==> src/rtl/uart_loader_pkg.sv <==
// Shared types and constants for the UART boot loader: FSM states, UART
// register map and the status bits the loader cares about.
package uart_loader_pkg;

  localparam int unsigned DW      = 32;
  localparam int unsigned UART_AW = 2;
  localparam int unsigned MEM_AW  = 30;

  typedef enum logic [2:0] {
    ST_IDLE,
    ST_RXPOLL,
    ST_RXREAD,
    ST_MEMWR,
    ST_TXPOLL,
    ST_TXWR,
    ST_FINISH
  } state_e;

  typedef enum logic {
    PH_HDR,
    PH_DATA
  } phase_e;

  localparam logic [UART_AW-1:0] UART_DATA   = 2'd0;
  localparam logic [UART_AW-1:0] UART_STATUS = 2'd1;
  localparam logic [UART_AW-1:0] UART_BAUD   = 2'd2;

  localparam int unsigned REC_NEW   = 1;
  localparam int unsigned SEND_FULL = 4;

endpackage

==> src/rtl/uart_loader_wbm.sv <==
// Single-transfer Wishbone master: latches a request, holds stb until ack,
// then pulses done_o with the captured read data.
module uart_loader_wbm
  import uart_loader_pkg::*;
#(
  parameter int unsigned AW = 2
) (
  input  logic          clk_i,
  input  logic          rst_i,
  input  logic          req_i,
  input  logic          we_i,
  input  logic [AW-1:0] adr_i,
  input  logic [3:0]    sel_i,
  input  logic [DW-1:0] dat_i,
  output logic          stb_o,
  output logic          we_o,
  output logic [AW-1:0] adr_o,
  output logic [3:0]    sel_o,
  output logic [DW-1:0] dat_o,
  input  logic [DW-1:0] wb_dat_i,
  input  logic          wb_ack_i,
  output logic          done_o,
  output logic [DW-1:0] rdat_o
);

  logic          stb_q, we_q, done_q;
  logic [AW-1:0] adr_q;
  logic [3:0]    sel_q;
  logic [DW-1:0] dat_q, rdat_q;

  // A new request is refused while done_q is high, which guarantees an idle
  // stb cycle between back-to-back transfers.
  always_ff @(posedge clk_i) begin
    if (rst_i) begin
      stb_q  <= 1'b0;
      we_q   <= 1'b0;
      adr_q  <= '0;
      sel_q  <= '0;
      dat_q  <= '0;
      done_q <= 1'b0;
      rdat_q <= '0;
    end else begin
      done_q <= 1'b0;
      if (stb_q) begin
        if (wb_ack_i) begin
          stb_q  <= 1'b0;
          done_q <= 1'b1;
          rdat_q <= wb_dat_i;
        end
      end else if (req_i && !done_q) begin
        stb_q <= 1'b1;
        we_q  <= we_i;
        adr_q <= adr_i;
        sel_q <= sel_i;
        dat_q <= dat_i;
      end
    end
  end

  assign stb_o  = stb_q;
  assign we_o   = we_q;
  assign adr_o  = adr_q;
  assign sel_o  = sel_q;
  assign dat_o  = dat_q;
  assign done_o = done_q;
  assign rdat_o = rdat_q;

endmodule

==> src/rtl/uart_loader.sv <==
// Boot loader: drains a length-prefixed byte frame from the UART, writes it as
// little-endian words to memory and optionally echoes an XOR checksum.
module uart_loader
  import uart_loader_pkg::*;
#(
  parameter logic [31:0] BASE_ADR      = 32'h0000_0000,
  parameter bit          ECHO_CHECKSUM = 1'b1
) (
  input  logic              clk_i,
  input  logic              rst_i,
  input  logic              start_i,
  output logic              busy_o,
  output logic              done_o,
  output logic              uart_stb_o,
  output logic              uart_we_o,
  output logic [UART_AW-1:0] uart_adr_o,
  output logic [3:0]        uart_sel_o,
  output logic [DW-1:0]     uart_dat_o,
  input  logic [DW-1:0]     uart_dat_i,
  input  logic              uart_ack_i,
  output logic              mem_stb_o,
  output logic              mem_we_o,
  output logic [MEM_AW-1:0] mem_adr_o,
  output logic [3:0]        mem_sel_o,
  output logic [DW-1:0]     mem_dat_o,
  input  logic              mem_ack_i
);

  localparam state_e TAIL_ST = ECHO_CHECKSUM ? ST_TXPOLL : ST_FINISH;

  state_e      state_q, state_d;
  phase_e      phase_q, phase_d;
  logic [1:0]  b_q, b_d;
  logic [31:0] k_q, k_d, n_q, n_d, word_q, word_d;
  logic [7:0]  csum_q, csum_d;
  logic        busy_q, done_q;

  logic               u_req_c, u_we_c, u_done;
  logic [UART_AW-1:0] u_adr_c;
  logic [3:0]         u_sel_c;
  logic [DW-1:0]      u_rdat, m_rdat;
  logic               m_req_c, m_done;
  logic [31:0]        k_inc_c;
  logic               unused_rdat;

  assign k_inc_c     = k_q + 32'd1;
  assign unused_rdat = ^{u_rdat[31:8], m_rdat};

  always_ff @(posedge clk_i) begin
    if (rst_i) begin
      state_q <= ST_IDLE;
      phase_q <= PH_HDR;
      b_q     <= '0;
      k_q     <= '0;
      n_q     <= '0;
      word_q  <= '0;
      csum_q  <= '0;
      busy_q  <= 1'b0;
      done_q  <= 1'b0;
    end else begin
      state_q <= state_d;
      phase_q <= phase_d;
      b_q     <= b_d;
      k_q     <= k_d;
      n_q     <= n_d;
      word_q  <= word_d;
      csum_q  <= csum_d;
      busy_q  <= (state_d != ST_IDLE);
      done_q  <= (state_d == ST_FINISH);
    end
  end

  always_comb begin
    state_d = state_q;
    phase_d = phase_q;
    b_d     = b_q;
    k_d     = k_q;
    n_d     = n_q;
    word_d  = word_q;
    csum_d  = csum_q;
    u_req_c = 1'b0;
    u_we_c  = 1'b0;
    u_adr_c = UART_STATUS;
    u_sel_c = 4'hF;
    m_req_c = 1'b0;
    unique case (state_q)
      ST_IDLE: begin
        if (start_i) begin
          b_d     = '0;
          k_d     = '0;
          csum_d  = '0;
          phase_d = PH_HDR;
          state_d = ST_RXPOLL;
        end
      end
      ST_RXPOLL: begin
        u_req_c = 1'b1;
        if (u_done && u_rdat[REC_NEW]) state_d = ST_RXREAD;
      end
      ST_RXREAD: begin
        u_req_c = 1'b1;
        u_adr_c = UART_DATA;
        if (u_done) begin
          word_d = {u_rdat[7:0], word_q[31:8]};
          if (phase_q == PH_DATA) csum_d = csum_q ^ u_rdat[7:0];
          b_d     = b_q + 2'd1;
          state_d = ST_RXPOLL;
          if (b_q == 2'd3) begin
            if (phase_q == PH_HDR) begin
              n_d = word_d;
              if (word_d == 32'd0) state_d = TAIL_ST;
              else phase_d = PH_DATA;
            end else begin
              state_d = ST_MEMWR;
            end
          end
        end
      end
      ST_MEMWR: begin
        m_req_c = 1'b1;
        if (m_done) begin
          k_d     = k_inc_c;
          state_d = (k_inc_c == n_q) ? TAIL_ST : ST_RXPOLL;
        end
      end
      ST_TXPOLL: begin
        u_req_c = 1'b1;
        if (u_done && !u_rdat[SEND_FULL]) state_d = ST_TXWR;
      end
      ST_TXWR: begin
        u_req_c = 1'b1;
        u_we_c  = 1'b1;
        u_adr_c = UART_DATA;
        u_sel_c = 4'b0001;
        if (u_done) state_d = ST_FINISH;
      end
      ST_FINISH: state_d = ST_IDLE;
      default:   state_d = ST_IDLE;
    endcase
  end

  uart_loader_wbm #(.AW(UART_AW)) u_uart_wbm (
    .clk_i    (clk_i),
    .rst_i    (rst_i),
    .req_i    (u_req_c),
    .we_i     (u_we_c),
    .adr_i    (u_adr_c),
    .sel_i    (u_sel_c),
    .dat_i    ({24'd0, csum_q}),
    .stb_o    (uart_stb_o),
    .we_o     (uart_we_o),
    .adr_o    (uart_adr_o),
    .sel_o    (uart_sel_o),
    .dat_o    (uart_dat_o),
    .wb_dat_i (uart_dat_i),
    .wb_ack_i (uart_ack_i),
    .done_o   (u_done),
    .rdat_o   (u_rdat)
  );

  // Word address wraps modulo 2^30 by construction of the 30-bit add.
  uart_loader_wbm #(.AW(MEM_AW)) u_mem_wbm (
    .clk_i    (clk_i),
    .rst_i    (rst_i),
    .req_i    (m_req_c),
    .we_i     (1'b1),
    .adr_i    (BASE_ADR[31:2] + k_q[MEM_AW-1:0]),
    .sel_i    (4'hF),
    .dat_i    (word_q),
    .stb_o    (mem_stb_o),
    .we_o     (mem_we_o),
    .adr_o    (mem_adr_o),
    .sel_o    (mem_sel_o),
    .dat_o    (mem_dat_o),
    .wb_dat_i (32'd0),
    .wb_ack_i (mem_ack_i),
    .done_o   (m_done),
    .rdat_o   (m_rdat)
  );

  assign busy_o = busy_q;
  assign done_o = done_q;

endmodule

==> config.mk <==
export PLATFORM = sky130hd
export DESIGN_NAME = uart_loader
export DESIGN_NICKNAME = d
export VERILOG_FILES = /design/src/rtl/uart_loader_pkg.sv /design/src/rtl/uart_loader_wbm.sv /design/src/rtl/uart_loader.sv
export SDC_FILE = /design/constraint.sdc
export NUM_CORES = 1
export LEC_CHECK = 0
export CAP_MARGIN = 10
export CORE_ASPECT_RATIO = 0.75
export CORE_UTILIZATION = 55
export DETAILED_ROUTE_END_ITERATION = 8
export HOLD_SLACK_MARGIN = 0.15
export PLACE_DENSITY = 0.75
export SLEW_MARGIN = 10
export SYNTH_ARGS = -nofsm -noshare
export SYNTH_HDL_FRONTEND = slang
export SYNTH_HIERARCHICAL = 1
export SYNTH_SLANG_ARGS = --single-unit
==> constraint.sdc <==
create_clock -name clk_i -period 5.55 [get_ports clk_i]
set_input_delay 0.8325 -clock clk_i [delete_from_list [all_inputs] [get_ports clk_i]]
set_output_delay 0.8325 -clock clk_i [all_outputs]
set_load 0.02 [all_outputs]
==> results.cfg <==
[run_status]
status = finished, violations left
violations = design-rule violations

[placed_design]
numPortBuffers = 122
place_congestion = 0.927
dp_hpwl_mm = 16.9

[route]
routed_via_density = 5.47
dr.first_iter.drc_count = 743
wire_per_inst_um = 15.4
drc = 9
ant_nets = 0
vias = 8982
drtPass1Iterations = 7
routed_wl_mm = 25.3

[sta]
fin_setup_tns_ns = 0
worst_slew_pin_slew_ns = 1.03
fin_skew_ns = 0.0133
timing.final.crit_period_ns = 3.37
hold_viol = 0
rsz0062_at_grt = no
fmax_mhz = 297
timing.final.crit_share = 0.607
slew_headroom = 0.312
setup_violations = 0
finalMaxSlewViolations = 0

[global_route]
grt_pass1_vias = 8438
overflow = 0
grt_max_degree = 186
antenna_found_initial = 0
grtUsageTotal = 0.246
grt_pass1_wl_mm = 42.6

[pwr]
internal_power_w = 0.00263
p_switching_w = 0.000751
pwr-share-clk = 0.437
irDropWorstVdd_v = 0.000294
p_leak_nw = 4.30
p_per_area_nw_per_um2 = 261
power_frac_comb = 0.063
power.total_w = 0.00338
seqPwrFrac = 0.500
netSwitchingFraction = 0.222

[logic_synthesis]
ys_warn_count = 6
syn_area_sq_um = 11100
syn_inst = 1298
syn_avg_cell_area_sq_um = 8.53

[job]
maxCapViolCount = 0

[critical_path]
worstReg2RegStart = k_q[0]$_SDFFE_PP0P_
cp-startpoint = k_q[0]$_SDFFE_PP0P_
startpoint_type = register
arrival_ns = 3.78
critPathKind = register to register
critPathRequiredTime_ns = 5.96
path_max_fanout = 8
worst_setup_path_end_kind = register

[worst_hold_path]
min-delay-start = word_q[3]$_SDFFE_PP0P_
worstHoldPathType = register to register

[cts]
clock_sinks = 230
htreeDepth = 1
post_cts_resized = 0
cts_hold_buf = 0
cts_tree = done
cts_max_path_buffers = 3
cts_root_buffer = clkbuf_16
postCtsSetupRepairBufs = 0
worst_skew_pair.late_latency_ns = 0.50
cts.clk_slew.worst_paths_ns = 0.07
cts-buffers-inserted = 22

[cells_and_area]
n_antenna_cell = 0
final_nets = 1413
syn2layout_area_growth_pct = 17.3
drive_above_1_share = 0.0533

[floorplan]
dieWidth_um = 166
fp.dieH_um = 125
start_util = 0.566
io_pins = 147
core-area_sq_um = 19500
dieArea_sq_um = 20700
fp-row-count = 44
## worst max-delay path, stage by stage, from the launching register on
cell      delay, ns
dfxtp_1        0.50
ha_1           0.31
nand3_2        0.17
nor2_2         0.35
nand4_1        0.35
nor3_1         0.41
xnor2_1        0.21
nor4b_1        0.57
nand4b_4       0.20
o31ai_2        0.20
## registers in the layout, summed over array words and instances, names as in the netlist, 2 cells and up
signal,cells
n_q,32
csum_q,8
k_q,32
u_uart_wbm/adr_o,2
u_uart_wbm/sel_o,4
b_q,2
state_q,3
u_mem_wbm/dat_o,32
u_uart_wbm/rdat_o,8
u_mem_wbm/adr_o,30
u_uart_wbm/dat_o,32
word_q,32
u_mem_wbm/sel_o,4
## placed cells by master (no fill, tap or decap), types with 3 or more instances in the layout
| master | n |
|---|---|
| a2111oi_2 | 3 |
| a211oi_1 | 5 |
| a21bo_2 | 6 |
| a21oi_1 | 110 |
| a311oi_1 | 7 |
| a31oi_1 | 6 |
| and2_1 | 4 |
| and3_1 | 5 |
| and4_1 | 3 |
| buf_4 | 8 |
| clkbuf_1 | 5 |
| clkbuf_16 | 23 |
| clkbuf_8 | 4 |
| clkdlybuf4s50_1 | 121 |
| clkinv_2 | 3 |
| conb_1 | 31 |
| dfxtp_1 | 230 |
| inv_1 | 5 |
| mux2i_1 | 107 |
| nand2_1 | 187 |
| nand2b_1 | 218 |
| nand3_1 | 29 |
| nand4_1 | 15 |
| nor2_1 | 68 |
| nor2_2 | 3 |
| nor2b_1 | 7 |
| nor3_1 | 22 |
| nor4_1 | 16 |
| o21ai_0 | 21 |
| or2_2 | 5 |
| or3_1 | 3 |
| xnor2_1 | 32 |
| xor2_1 | 23 |
## layout make-up
cell class / count / area (sq um)
Fill cell: 1631 / 6570
Multi-Input combinational cell: 984 / 6020
Sequential cell: 230 / 4600
Timing Repair Buffer: 131 / 1300
Clock buffer: 32 / 649
Tap cell: 253 / 317
Clock inverter: 6 / 60.1
Inverter: 5 / 18.8
## power groups by stage
| stage | Sequential, W | Clock [W] | Combinational (W) |
|---|---|---|---|
| after floorplan | 0.00175 | 0 | 0.000133 |
| after global placement | 0.00173 | 0 | 0.000212 |
| after detailed placement | 0.00173 | 0 | 0.000212 |
| after CTS | 0.00169 | 0.00151 | 0.000214 |
| after global routing | 0.00169 | 0.00158 | 0.000232 |
| final | 0.00169 | 0.00148 | 0.000213 |
## per-layer routing
layer / routed length (um) / share of wire / global-route usage / vias up
li1: - / - / - / 4471
met1: 12100 / 0.48 / 0.346 / 4256
met2: 11200 / 0.45 / 0.387 / 228
met3: 1570 / 0.062 / 0.0518 / 27
met4: 327 / 0.013 / 0.0495 / 0
met5: 0 / 0 / 0 / -
## worst paths after layout
check | cells after the start | slack (ns) | end
hold reg to reg | 2 | 0.46 | word_q[3]$_SDFFE_PP0P_
hold / removal | 2 | 0.46 | word_q[3]$_SDFFE_PP0P_
setup / recovery | 9 | 2.18 | state_q[2]$_SDFF_PP0_
setup reg to reg | 9 | 2.18 | state_q[2]$_SDFF_PP0_
## through the flow
step,setup slack [ns],utilization,cells,hold slack [ns],instance area (sq um)
2_1_floorplan,2.89,-,1327,0.437,11200
3_3_place_gp,2.28,0.628,1603,0.442,12300
3_5_place_dp,2.24,0.628,1603,0.447,12300
4_1_cts,2.29,0.664,1641,0.456,13000
5_1_grt,1.92,0.664,1641,0.476,13000
6_report,2.18,0.664,1641,0.456,13000
Power figures use the tool's default switching activity.
